$ cat src/rtl/seq_serializer_if.sv
// Handshake and serial-output bundle between an upstream word source and seq_serializer.
interface seq_serializer_if #(
    parameter int WIDTH = 8
);
    logic [WIDTH-1:0] data_in;
    logic             load_valid;
    logic             load_ready;
    logic             dout;
    logic             dout_valid;
    logic             busy;
    logic             word_done;

    modport master (
        output data_in, load_valid,
        input  load_ready, dout, dout_valid, busy, word_done
    );

    modport slave (
        input  data_in, load_valid,
        output load_ready, dout, dout_valid, busy, word_done
    );
endinterface

$ cat src/rtl/seq_serializer.sv
// Parallel-in/serial-out stage: WIDTH-bit words out MSB first, then GAP idle cycles.
// Define SER_HOLD_EN to add a one-word holding register so words stream without a bubble.
module seq_serializer #(
    parameter int WIDTH = 8,
    parameter int GAP   = 0
) (
    input logic             clk,
    input logic             rst,
    seq_serializer_if.slave bus
);
    localparam int               CNT_W    = (WIDTH > 1) ? $clog2(WIDTH) : 1;
    localparam logic [CNT_W-1:0] LAST_BIT = CNT_W'(WIDTH - 1);
    localparam logic [CNT_W-1:0] PRE_LAST = CNT_W'(WIDTH - 2);
    localparam logic [7:0]       LAST_GAP = 8'((GAP > 0) ? GAP - 1 : 0);

    typedef enum logic [1:0] {IDLE, SHIFT, GAP_WAIT} state_t;

    state_t           state;
    logic [WIDTH-1:0] shreg;
    logic [CNT_W-1:0] bit_cnt;
    logic [7:0]       gap_cnt;
    logic             dout;
    logic             dout_valid;
    logic             busy;
    logic             word_done;

    logic             accept;
    logic             word_end;
    logic             gap_end;
    logic             free;
    logic             load_en;
    logic [WIDTH-1:0] load_word;

`ifdef SER_HOLD_EN
    logic [WIDTH-1:0] hold_reg;
    logic             hold_full;
    logic             hold_wr;
    logic             hold_take;

    assign bus.load_ready = ~hold_full;
`else
    assign bus.load_ready = (state == IDLE);
`endif

    assign accept   = bus.load_valid & bus.load_ready;
    assign word_end = (state == SHIFT) && (bit_cnt == LAST_BIT);
    assign gap_end  = (state == GAP_WAIT) && (gap_cnt == LAST_GAP);
    // Shifter can take a new word on this edge: idle, or its current word/gap finishes now.
    assign free     = (state == IDLE) || (word_end && (GAP == 0)) || gap_end;

    always_comb begin
        load_en   = 1'b0;
        load_word = bus.data_in;
`ifdef SER_HOLD_EN
        hold_wr   = 1'b0;
        hold_take = 1'b0;
        if (free && hold_full) begin
            load_en   = 1'b1;
            load_word = hold_reg;
            hold_take = 1'b1;
            hold_wr   = accept;
        end else if (free && accept) begin
            load_en = 1'b1;
        end else if (accept) begin
            hold_wr = 1'b1;
        end
`else
        load_en = free && accept;
`endif
    end

    always_ff @(posedge clk) begin
        if (rst) begin
            state      <= IDLE;
            shreg      <= '0;
            bit_cnt    <= '0;
            gap_cnt    <= '0;
            dout       <= 1'b0;
            dout_valid <= 1'b0;
            busy       <= 1'b0;
            word_done  <= 1'b0;
`ifdef SER_HOLD_EN
            hold_reg   <= '0;
            hold_full  <= 1'b0;
`endif
        end else begin
            word_done <= 1'b0;
            case (state)
                SHIFT: begin
                    if (!word_end) begin
                        dout      <= shreg[WIDTH-1];
                        shreg     <= shreg << 1;
                        bit_cnt   <= bit_cnt + CNT_W'(1);
                        word_done <= (bit_cnt == PRE_LAST);
                    end else if (GAP > 0) begin
                        state      <= GAP_WAIT;
                        gap_cnt    <= '0;
                        dout       <= 1'b0;
                        dout_valid <= 1'b0;
                    end
                end
                GAP_WAIT: gap_cnt <= gap_cnt + 8'd1;
                default: ;
            endcase

            if (free) begin
                state      <= IDLE;
                dout       <= 1'b0;
                dout_valid <= 1'b0;
                busy       <= 1'b0;
            end

            // A new word's MSB is on dout the cycle after it is loaded.
            if (load_en) begin
                state      <= SHIFT;
                shreg      <= load_word << 1;
                dout       <= load_word[WIDTH-1];
                dout_valid <= 1'b1;
                busy       <= 1'b1;
                bit_cnt    <= '0;
            end

`ifdef SER_HOLD_EN
            if (hold_wr) begin
                hold_reg  <= bus.data_in;
                hold_full <= 1'b1;
            end else if (hold_take) begin
                hold_full <= 1'b0;
            end
`endif
        end
    end

    assign bus.dout       = dout;
    assign bus.dout_valid = dout_valid;
    assign bus.busy       = busy;
    assign bus.word_done  = word_done;
endmodule

$ cat src/flat_wrapper.sv
// flat-port wrapper written by rule: the top's interface ports become plain ports
module seq_serializer_flat 
#(
    parameter int WIDTH = 8,
    parameter int GAP   = 0
)
  (clk, rst, bus_data_in, bus_load_valid, bus_load_ready, bus_dout, bus_dout_valid, bus_busy, bus_word_done);
  seq_serializer_if #(.WIDTH(WIDTH)) bus_i ();
  input logic clk;
  input logic rst;
  input wire logic [$bits(bus_i.data_in)-1:0] bus_data_in;
  input wire logic [$bits(bus_i.load_valid)-1:0] bus_load_valid;
  output wire logic [$bits(bus_i.load_ready)-1:0] bus_load_ready;
  output wire logic [$bits(bus_i.dout)-1:0] bus_dout;
  output wire logic [$bits(bus_i.dout_valid)-1:0] bus_dout_valid;
  output wire logic [$bits(bus_i.busy)-1:0] bus_busy;
  output wire logic [$bits(bus_i.word_done)-1:0] bus_word_done;
  assign bus_i.data_in = bus_data_in;
  assign bus_i.load_valid = bus_load_valid;
  assign bus_load_ready = bus_i.load_ready;
  assign bus_dout = bus_i.dout;
  assign bus_dout_valid = bus_i.dout_valid;
  assign bus_busy = bus_i.busy;
  assign bus_word_done = bus_i.word_done;
  seq_serializer #(.WIDTH(WIDTH), .GAP(GAP)) u_core (.clk(clk), .rst(rst), .bus(bus_i));
endmodule
$ cat config.mk
export PLATFORM = sky130hd
export DESIGN_NAME = seq_serializer_flat
export DESIGN_NICKNAME = d
export VERILOG_FILES = /design/src/rtl/seq_serializer_if.sv /design/src/rtl/seq_serializer.sv /design/src/flat_wrapper.sv
export SDC_FILE = /design/constraint.sdc
export NUM_CORES = 1
export LEC_CHECK = 0
export CAP_MARGIN = 0
export CORE_ASPECT_RATIO = 1.1
export CORE_MARGIN = 2
export CORE_UTILIZATION = 35
export CTS_CLUSTER_DIAMETER = 100
export DETAILED_ROUTE_END_ITERATION = 10
export DONT_BUFFER_PORTS = 1
export PLACE_DENSITY = 0.51
export SETUP_SLACK_MARGIN = 0.2
export SLEW_MARGIN = 20
export SYNTH_ARGS = -nofsm -noshare
export SYNTH_HDL_FRONTEND = slang
export SYNTH_SLANG_ARGS = --single-unit
$ cat constraint.sdc
create_clock -name clk -period 3.95 [get_ports clk]
set_input_delay 0.5925 -clock clk [delete_from_list [all_inputs] [get_ports clk]]
set_output_delay 0.5925 -clock clk [all_outputs]
set_load 0.005 [all_outputs]
==> impl_metrics.csv, run 1 <==
group,metric,value,unit
outcome,status,"complete, no violations",
placement,gp_congestion,0.6580,
timing,skew,4.937,ps
logic_synthesis,async_flop_share,0,
worst_setup_path,crit_required,3360,ps
hold_path,hp-class,"primary input to flip-flop",
floorplanning,dieHeight,49.57,µm
logic_synthesis,yosysTopAreaCell,"dfxtp_1",
timing,slew_viol_final,0,
worst_setup_path,crit_family,"flip-flops",
logic_synthesis,ys_seq_area_frac,0.3939,
floorplanning,rows,16,
routing,wl_per_cell,12.96,µm
logic_synthesis,ys_warn_count,0,
grt,grt_pass1_vias,450,
routing,drt-vias-per-instance,5.071,
grt,grt_usage,0.1126,
cells_and_area,antenna_cells,0,
cells_and_area,nets,82,
logic_synthesis,yosysUniqueCellTypes,23,
clock_tree,cts_tree,"done",
timing,fmaxAchievable,0.6426,GHz
logic_synthesis,synth_top_cells_by_area,"dfxtp_1 (39%), mux2i_1 (12%), ha_1 (7.6%), a211oi_1 (6.8%), nor2_1 (5.1%)",
clock_tree,root_buffer,"clkbuf_4",
logic_synthesis,netlist.area_leader.share,0.3939,
worst_setup_path,crit_fanout,12,
worst_setup_path,path_cells,"inv_1",
placement,dpl.hpwl,779.9,µm
power,powerDensity,387.3,nW/µm²
clock_tree,htree_levels,1,
power,peakVddDrop,107.0,µV
cells_and_area,multi_input_area,341.6,µm²
grt,grt_antenna_before_repair,0,
timing,rsz0062_at_grt,"false",
timing,post-route-min-period,1556,ps
cells_and_area,regArea,260.3,µm²
timing,tns,0,ps
clock_tree,clkTransAtPathRegs,80,ps
logic_synthesis,syn-cell-area,660.6,µm²
cells_and_area,fillCellCount,191,
clock_tree,cts_sinks,13,
worst_setup_path,crit_path_start_kind,"flip-flop",
cells_and_area,postLayoutCellArea,661.9,µm²
timing,max-slew-margin-rel,0.6961,
floorplanning,start_util,0.3708,
logic_synthesis,syn_inst,67,
logic_synthesis,synth_nets,82,
floorplanning,fp.coreArea,1782,µm²
routing,dr_total_vias,426,
timing,setup_viol,0,
clock_tree,cts_made_buffers,3,
floorplanning,dieArea,2251,µm²
logic_synthesis,postSynthAreaPerCell,9.860,µm²
routing,detail_route.iter0.violations,0,
worst_setup_path,end_kind,"primary output",
clock_tree,cts_hold_buf,0,
logic_synthesis,synth_edf_count,0,
clock_tree,clk_path_buf_depth,2,
routing,antenna_left,0,
placement,numPortBuffers,0,
worst_setup_path,slowest_stage,"dfxtp_1",
flow_run,cap_violations,0,
cells_and_area,syn2layout_area_growth,0.1894,%
clock_tree,cts_resized,0,
worst_setup_path,arrival,960,ps
timing,min_period_over_period,0.3940,
worst_setup_path,cp_num_buf_inv,1,
timing,hold_violations,0,
worst_setup_path,cpPeakStageDelay,590,ps
clock_tree,postCtsSetupRepairBufs,0,
clock_tree,insertion_delay,270,ps
cells_and_area,drive_gt1_frac,0.07576,
grt,grt_max_degree,15,
floorplanning,die_w,45.43,µm
routing,drc,0,
routing,drt-total-wl,1.089,mm
logic_synthesis,synthFlopType,"dfxtp_1",
logic_synthesis,synth_common_cells,"dfxtp_1 (13), nor2_1 (9), mux2i_1 (8)",
logic_synthesis,ys_ff_latch,13,
placement,preCtsSetupSlack,2419,ps
worst_setup_path,r2r_setup_slack,2410,ps
timing,setup_ws,2394,ps
worst_setup_path,worstSetupPathType,"flip-flop to primary output",
timing,worst_slew_pin_slew,455.9,ps
floorplanning,num_io_pins,16,
placement,place_area,635.6,µm²
power,p_leak,0.2891,nW
routing,dr.pass1.iters,1,
grt,gr-total-overflow,0,
logic_synthesis,yosysMostFrequentCell,"dfxtp_1",
grt,grt_pass1_wl,1.869,mm
[path summary, 6_finish.rpt]
kind,startpoint,cells after the start,to
worst max-delay path,u_core.state[0],1,bus_load_ready
worst min-delay path,rst,1,u_core.state[0]
worst max register to register,u_core.bit_cnt[0],5,u_core.shreg[7]
worst min register to register,u_core.shreg[4],2,u_core.shreg[5]
[area by class of cell]
type | count | area share
Tap cell | 18 | 0.03403
Clock buffer | 4 | 0.03970
Multi-Input combinational cell | 46 | 0.5161
Inverter | 3 | 0.01701
Sequential cell | 13 | 0.3932
[report_power, final]
group	internal [W]	switching [W]
clock network	0.0000390	0.0000401
logic	0.0000151	0.0000139
registers	0.000140	0.00000780
total	0.000194	0.0000618
[through the flow]
stage                     cells    util  power [W]  hold WS (ps)
after floorplan              67       -  0.0001835         452.7
after global placement       80  0.3567  0.0001809         482.0
after detailed placement     80  0.3567  0.0001811         479.5
after CTS                    84  0.3715  0.0002636         368.0
after global routing         84  0.3715  0.0002758         360.8
final                        84  0.3715  0.0002563         385.2
[worst register-to-register path: cells and delay by family (launching register included)]
family                   cells  cell delay, ps
AND/OR/NAND/NOR              2             480
flip-flops                   1             380
adder cells (fa/ha/maj)      2             370
AO/OA/AOI/OAI                1             220
[logic make-up (layout without fill, tap and decap cells)]
kind of cell / Yosys count / in the layout / share of synthesized area
AOI/OAI and AO/OA: 11 / 11 / 0.1098
DFF: 13 / 13 / 0.3939
adders and majority gates: 4 / 4 / 0.07576
buffers and inverters: 8 / 7 / 0.08901
xor gates and xnor gates: 1 / 1 / 0.01326
and+or+nand+nor: 21 / 21 / 0.1799
muxes: 9 / 9 / 0.1383
[flip-flops by register name (all words and copies together), names as in the netlist]
signal / count
u_core.state: 1
u_core.bit_cnt: 3
u_core.bus.word_done: 1
u_core.bus.dout: 1
u_core.shreg: 7
[layer usage]
metal  up-vias  global-route usage  routed length, µm
met3         0             0.03663                 54
li1        229                   -                  -
met1       188              0.1477                533
met4         0             0.04412                  0
met5         -                   0                  0
met2         9              0.1667                501
[cells in the final DEF (no fill, tap or decap), types with 3 or more instances in the layout]
| cell type | count |
|---|---|
| a211oi_1 | 6 |
| ha_1 | 4 |
| nor2_1 | 9 |
| nor3b_1 | 4 |
| nand2b_1 | 3 |
| mux2i_1 | 8 |
| inv_1 | 3 |
| dfxtp_1 | 13 |
| clkbuf_4 | 3 |
| a21oi_1 | 3 |
(Power assumes the default switching activity.)
==> inputs of run 2 (changes only) <==
- PLACE_DENSITY: 0.51 -> 0.53
- clock period: 3.95 -> 1.3 ns (I/O delays scaled with it)
==> impl_metrics.csv, run 2 (same netlist as run 1, synthesis figures left out) <==
group,metric,value,unit
timing,hold_violations,13,
placement,gp_congestion,0.7118,
power,clkPwrFrac,0.283,
power,swShare,0.2697,
clock_tree,cts_made_buffers,3,
worst_setup_path,crit_required,1470,ps
worst_setup_path,r2r_cells,5,
placement,numPortBuffers,0,
worst_setup_path,r2r_setup_slack,20,ps
hold_path,min_to,"u_core.bit_cnt[1]",
clock_tree,clk_path_buf_depth,2,
clock_tree,cts_sinks,13,
routing,drt-vias-per-instance,5.220,
hold_path,whs_path_depth,1,
routing,drt-total-wl,1.350,mm
power,power_frac_seq,0.529,
cells_and_area,multi_input_area,500.5,µm²
cells_and_area,mostFrequentLayoutCell,"dfxtp_1",
worst_setup_path,path_cells,"ha_4 -> ha_4 -> mux2_4 -> a21oi_2 -> nor2_1",
placement,dpl.hpwl,843.8,µm
worst_setup_path,cp_num_buf_inv,0,
clock_tree,clkTransAtPathRegs,80,ps
flow_run,cap_violations,0,
hold_path,hp-class,"primary input to flip-flop",
routing,dr_total_vias,475,
floorplanning,start_util,0.3708,
routing,detail_route.iter0.violations,7,
grt,gr-total-overflow,0,
timing,setup_viol,0,
clock_tree,insertion_delay,270,ps
cells_and_area,largest_register_ffs,7,
power,power.total,0.0008567,W
cells_and_area,layout_common_cells,"dfxtp_1 (9), mux2i_1 (8), nor2_4 (6), a211oi_2 (6), buf_4 (5)",
cells_and_area,drive_gt1_frac,0.4932,
floorplanning,fp.coreArea,1782,µm²
clock_tree,cts_tree,"done",
timing,post-route-min-period,1276,ps
cells_and_area,postLayoutCellArea,882.1,µm²
routing,antenna_left,0,
grt,grt_usage,0.1283,
floorplanning,num_io_pins,16,
timing,min_period_over_period,0.9818,
placement,place_area,703.2,µm²
floorplanning,die_w,45.43,µm
cells_and_area,syn2layout_area_growth,33.52,%
power,powerDensity,971.3,nW/µm²
worst_setup_path,arrival,1450,ps
worst_setup_path,crit_family,"adder cells",
timing,fmaxAchievable,0.7835,GHz
worst_setup_path,critPathMostFrequentCell,"ha_4",
grt,grt_pass1_vias,477,
timing,tns,0,ps
timing,slew_viol_final,0,
clock_tree,htree_levels,1,
grt,grt_antenna_before_repair,0,
timing,skew,1.667,ps
worst_setup_path,cpPeakStageDelay,360,ps
floorplanning,rows,16,
clock_tree,root_buffer,"clkbuf_4",
timing,rsz0062_at_grt,"true",
cells_and_area,fillCellCount,171,
worst_setup_path,worstSetupPathType,"flip-flop to flip-flop",
cells_and_area,antenna_cells,0,
routing,wl_per_cell,14.84,µm
worst_setup_path,crit_fanout,2,
grt,grt_pass1_wl,2.070,mm
floorplanning,dieHeight,49.57,µm
placement,preCtsSetupSlack,49.12,ps
worst_setup_path,r2r-start,"u_core.bit_cnt[1]",
timing,max-slew-margin-rel,0.8520,
grt,grt_max_degree,14,
power,p_int,0.0006256,W
outcome,violations,"negative hold slack",
timing,hold_ws,-18.40,ps
floorplanning,dieArea,2251,µm²
power,power_frac_comb,0.188,
worst_setup_path,r2r_end,"u_core.bit_cnt[2]",
timing,worst_slew_pin_slew,221.6,ps
power,peakVddDrop,449.2,µV
power,p_leak,0.3346,nW
hold_path,min-delay-start,"rst",
routing,drc,0,
worst_setup_path,slowest_stage,"dfxtp_4",
worst_setup_path,crit_path_start_kind,"flip-flop",
timing,setup_ws,23.66,ps
outcome,status,"finished with violations",
cells_and_area,top_regs,"u_core.shreg (7), u_core.bit_cnt (3)",
cells_and_area,top_register,"u_core.shreg",
cells_and_area,nets,89,
power,p_sw,0.0002311,W
worst_setup_path,end_kind,"flip-flop",
routing,dr.pass1.iters,4,
cells_and_area,regArea,272.8,µm²
[run 2: cell types whose count changed in the layout (fill, tap and decap cells not counted), moves of 2 or more]
cell / change
nor2_1: -6
dfxtp_1: -4
ha_1: -3
a211oi_1: -6
buf_4: +5
ha_4: +3
a211oi_2: +6
nand2b_4: +2
nor2_4: +6
dfxtp_4: +3
[run 2: timing repair]
action,in CTS,in global routing
endpoints found under the setup margin,16,14
hold endpoints to repair,13,13
setup buffers,2,3
gates cloned,1,0
resized for setup,22,5
pin swaps,8,4
[run 2: final cells by class]
type                       instances  share of cell area
inverter                           3             0.01277
sequential                        13              0.3092
timing repair buffer               6             0.05532
multi-input combinational         47              0.5674
tap                               18             0.02553
clock buffer                       4             0.02979
[run 2: routing by layer]
metal	vias up	global-route usage	wire, µm
li1	242	-	-
met1	223	0.1470	587
met2	8	0.2066	708
met3	2	0.03297	31
met4	0	0.07353	23
met5	-	0	0
[run 2: metrics by stage]
step | std cells | hold slack [ps] | utilization
after global placement | 81 | 262.0 | 0.3947
after global routing | 91 | -36.64 | 0.4951
final | 91 | -18.40 | 0.4951
after CTS | 88 | -32.60 | 0.4670
after detailed placement | 81 | 267.1 | 0.3947
after floorplan | 67 | 264.5 | -
[run 2: power by group through the flow]
stage | Clock (W) | Sequential (W) | Combinational [W]
floorplan | 0 | 0.000451 | 0.000116
global placement | 0 | 0.000457 | 0.000103
detailed placement | 0 | 0.000458 | 0.000104
CTS | 0.000254 | 0.000453 | 0.000142
global route | 0.000268 | 0.000456 | 0.000176
finish | 0.000243 | 0.000453 | 0.000161
[run 2: worst max path at each step]
stage / start / slack [ps] / end / cells past startpoint
after floorplan: u_core.bit_cnt[0] / 80 / u_core.bit_cnt[2] / 5
after global placement: u_core.bit_cnt[1] / 60 / u_core.bit_cnt[2] / 5
after detailed placement: u_core.bit_cnt[0] / 50 / u_core.bit_cnt[2] / 5
after CTS: u_core.bit_cnt[1] / 50 / u_core.bit_cnt[2] / 5
after global routing: u_core.bit_cnt[1] / -40 / u_core.bit_cnt[2] / 5
final: u_core.bit_cnt[1] / 20 / u_core.bit_cnt[2] / 5
==> inputs of run 3 (changes only) <==
- CORE_MARGIN: 2 -> not set
- PLACE_DENSITY: 0.53 -> 0.51
- RECOVER_POWER: not set -> 50
- clock period: 1.3 -> 1.2 ns (I/O delays scaled with it)
==> impl_metrics.csv, run 3 (same netlist as run 1, synthesis figures left out) <==
group,metric,value,unit
outcome,status,"finished with violations",
outcome,violations,"design-rule violations, negative hold slack, negative setup slack",
placement,dpl.hpwl,844.9,µm
hold_path,whs_path_depth,1,
worst_setup_path,crit_fanout,5,
cells_and_area,antenna_cells,0,
power,swShare,0.2732,
floorplanning,fp.coreArea,1782,µm²
power,power.total,0.0009302,W
grt,grt_antenna_before_repair,0,
hold_path,min-delay-start,"rst",
floorplanning,start_util,0.3708,
cells_and_area,largest_register_ffs,7,
floorplanning,rows,16,
power,peakVddDrop,562.6,µV
clock_tree,clk_path_buf_depth,2,
clock_tree,insertion_delay,280,ps
clock_tree,cts_tree,"done",
timing,max-slew-margin-rel,0.8741,
floorplanning,dieArea,2066,µm²
grt,grt_usage,0.1476,
routing,antenna_left,0,
timing,setup_ws,-27.01,ps
timing,skew,3.160,ps
timing,tns,-53.45,ps
worst_setup_path,slowest_stage,"dfxtp_2",
worst_setup_path,worstSetupPathType,"flip-flop to flip-flop",
floorplanning,die_w,43.43,µm
worst_setup_path,r2r_cells,5,
placement,numPortBuffers,0,
worst_setup_path,path_cells,"ha_4 -> ha_4 -> mux2_4 -> a21oi_2 -> nor2_1",
power,p_int,0.0006761,W
power,p_sw,0.0002541,W
timing,post-route-min-period,1227,ps
worst_setup_path,r2r_setup_slack,-30,ps
clock_tree,cts_made_buffers,3,
cells_and_area,layout_common_cells,"dfxtp_1 (9), mux2i_1 (8), buf_4 (6)",
timing,hold_violations,13,
timing,rsz0062_at_grt,"true",
cells_and_area,nets,90,
worst_setup_path,crit_required,1380,ps
power,powerDensity,1082,nW/µm²
power,clkPwrFrac,0.297,
worst_setup_path,critPathMostFrequentCell,"ha_4",
floorplanning,num_io_pins,16,
worst_setup_path,crit_family,"flip-flops",
timing,hold_ws,-44.66,ps
timing,worst_slew_pin_slew,183.6,ps
cells_and_area,top_register,"u_core.shreg",
placement,gp_congestion,0.7665,
hold_path,hp-class,"primary input to flip-flop",
routing,dr.pass1.iters,7,
cells_and_area,syn2layout_area_growth,30.11,%
worst_setup_path,r2r-start,"u_core.bit_cnt[1]",
grt,gr-total-overflow,0,
placement,dp.cells,85,
clock_tree,htree_levels,1,
timing,slew_viol_final,0,
cells_and_area,top_regs,"u_core.shreg (7), u_core.bit_cnt (3)",
grt,grt_pass1_vias,478,
worst_setup_path,cpPeakStageDelay,340,ps
cells_and_area,drive_gt1_frac,0.4595,
worst_setup_path,r2r_end,"u_core.bit_cnt[2]",
clock_tree,root_buffer,"clkbuf_4",
power,power_frac_seq,0.528,
cells_and_area,mostFrequentLayoutCell,"dfxtp_1",
routing,drt-vias-per-instance,5.304,
routing,drt-total-wl,1.312,mm
flow_run,cap_violations,0,
cells_and_area,layoutNonFillerInstCount,92,
floorplanning,dieHeight,47.57,µm
grt,grt_pass1_wl,2.132,mm
routing,dr_total_vias,488,
timing,min_period_over_period,1.023,
power,p_leak,0.3350,nW
worst_setup_path,crit_path_start_kind,"flip-flop",
clock_tree,cts_sinks,13,
worst_setup_path,arrival,1400,ps
worst_setup_path,cp_num_buf_inv,0,
routing,wl_per_cell,14.26,µm
worst_setup_path,end_kind,"flip-flop",
cells_and_area,fillCellCount,172,
timing,fmaxAchievable,0.8150,GHz
grt,grt_max_degree,14,
power,power_frac_comb,0.175,
clock_tree,clkTransAtPathRegs,80,ps
timing,setup_viol,3,
hold_path,min_to,"u_core.state[0]",
routing,detail_route.iter0.violations,3,
routing,drc,2,
cells_and_area,fin_util,0.4824,
run 3: worst max-delay path by stage:
stage	start	endpoint	slack, ps	cells past startpoint
after global routing	u_core.bit_cnt[1]	u_core.bit_cnt[0]	-80	6
after floorplan	u_core.bit_cnt[0]	u_core.bit_cnt[2]	-20	5
after global placement	u_core.bit_cnt[0]	u_core.bit_cnt[2]	-10	5
final	u_core.bit_cnt[1]	u_core.bit_cnt[2]	-30	5
after detailed placement	u_core.bit_cnt[2]	u_core.bit_cnt[2]	-30	4
after CTS	u_core.bit_cnt[1]	u_core.bit_cnt[2]	-30	5
run 3: what timing repair did:
action	4_1_cts	5_1_grt
setup buffers	2	0
cloned	1	0
pin swaps	8	1
setup endpoints to repair	16	16
resized for setup	19	1
hold endpoints to repair	13	13
run 3: stage by stage:
stage          cell area, µm²  setup slack, ps
6_report                859.6           -27.01
5_1_grt                 859.6           -78.93
4_1_cts                 852.1           -34.93
3_5_place_dp            733.2           -31.98
3_3_place_gp            733.2           -11.81
2_1_floorplan           726.9           -22.20
run 3: per-layer routing:
metal | vias to the layer above | global-route usage | part of all wire
li1 | 247 | - | -
met2 | 9 | 0.2576 | 0.53
met5 | - | 0 | 0
met1 | 228 | 0.1644 | 0.41
met4 | 0 | 0.09375 | 0.019
met3 | 4 | 0.03774 | 0.038
run 3: layout make-up:
cell class              count  area, µm²  share of cell area
flip-flops and latches     13      267.8              0.3115
repair buffers              7      56.30             0.06550
multi-input cells          47      475.5              0.5531
clock buffers               4      26.28             0.03057
inverters                   3      11.26             0.01310
well taps                  18      22.52             0.02620
run 3: power groups by stage:
stage	combinational [W]	sequential, W	clock, W
2_1_floorplan	0.000126	0.000489	0
3_3_place_gp	0.000122	0.000494	0
3_5_place_dp	0.000122	0.000494	0
4_1_cts	0.000163	0.000491	0.000288
5_1_grt	0.000183	0.000495	0.000299
6_report	0.000163	0.000491	0.000276
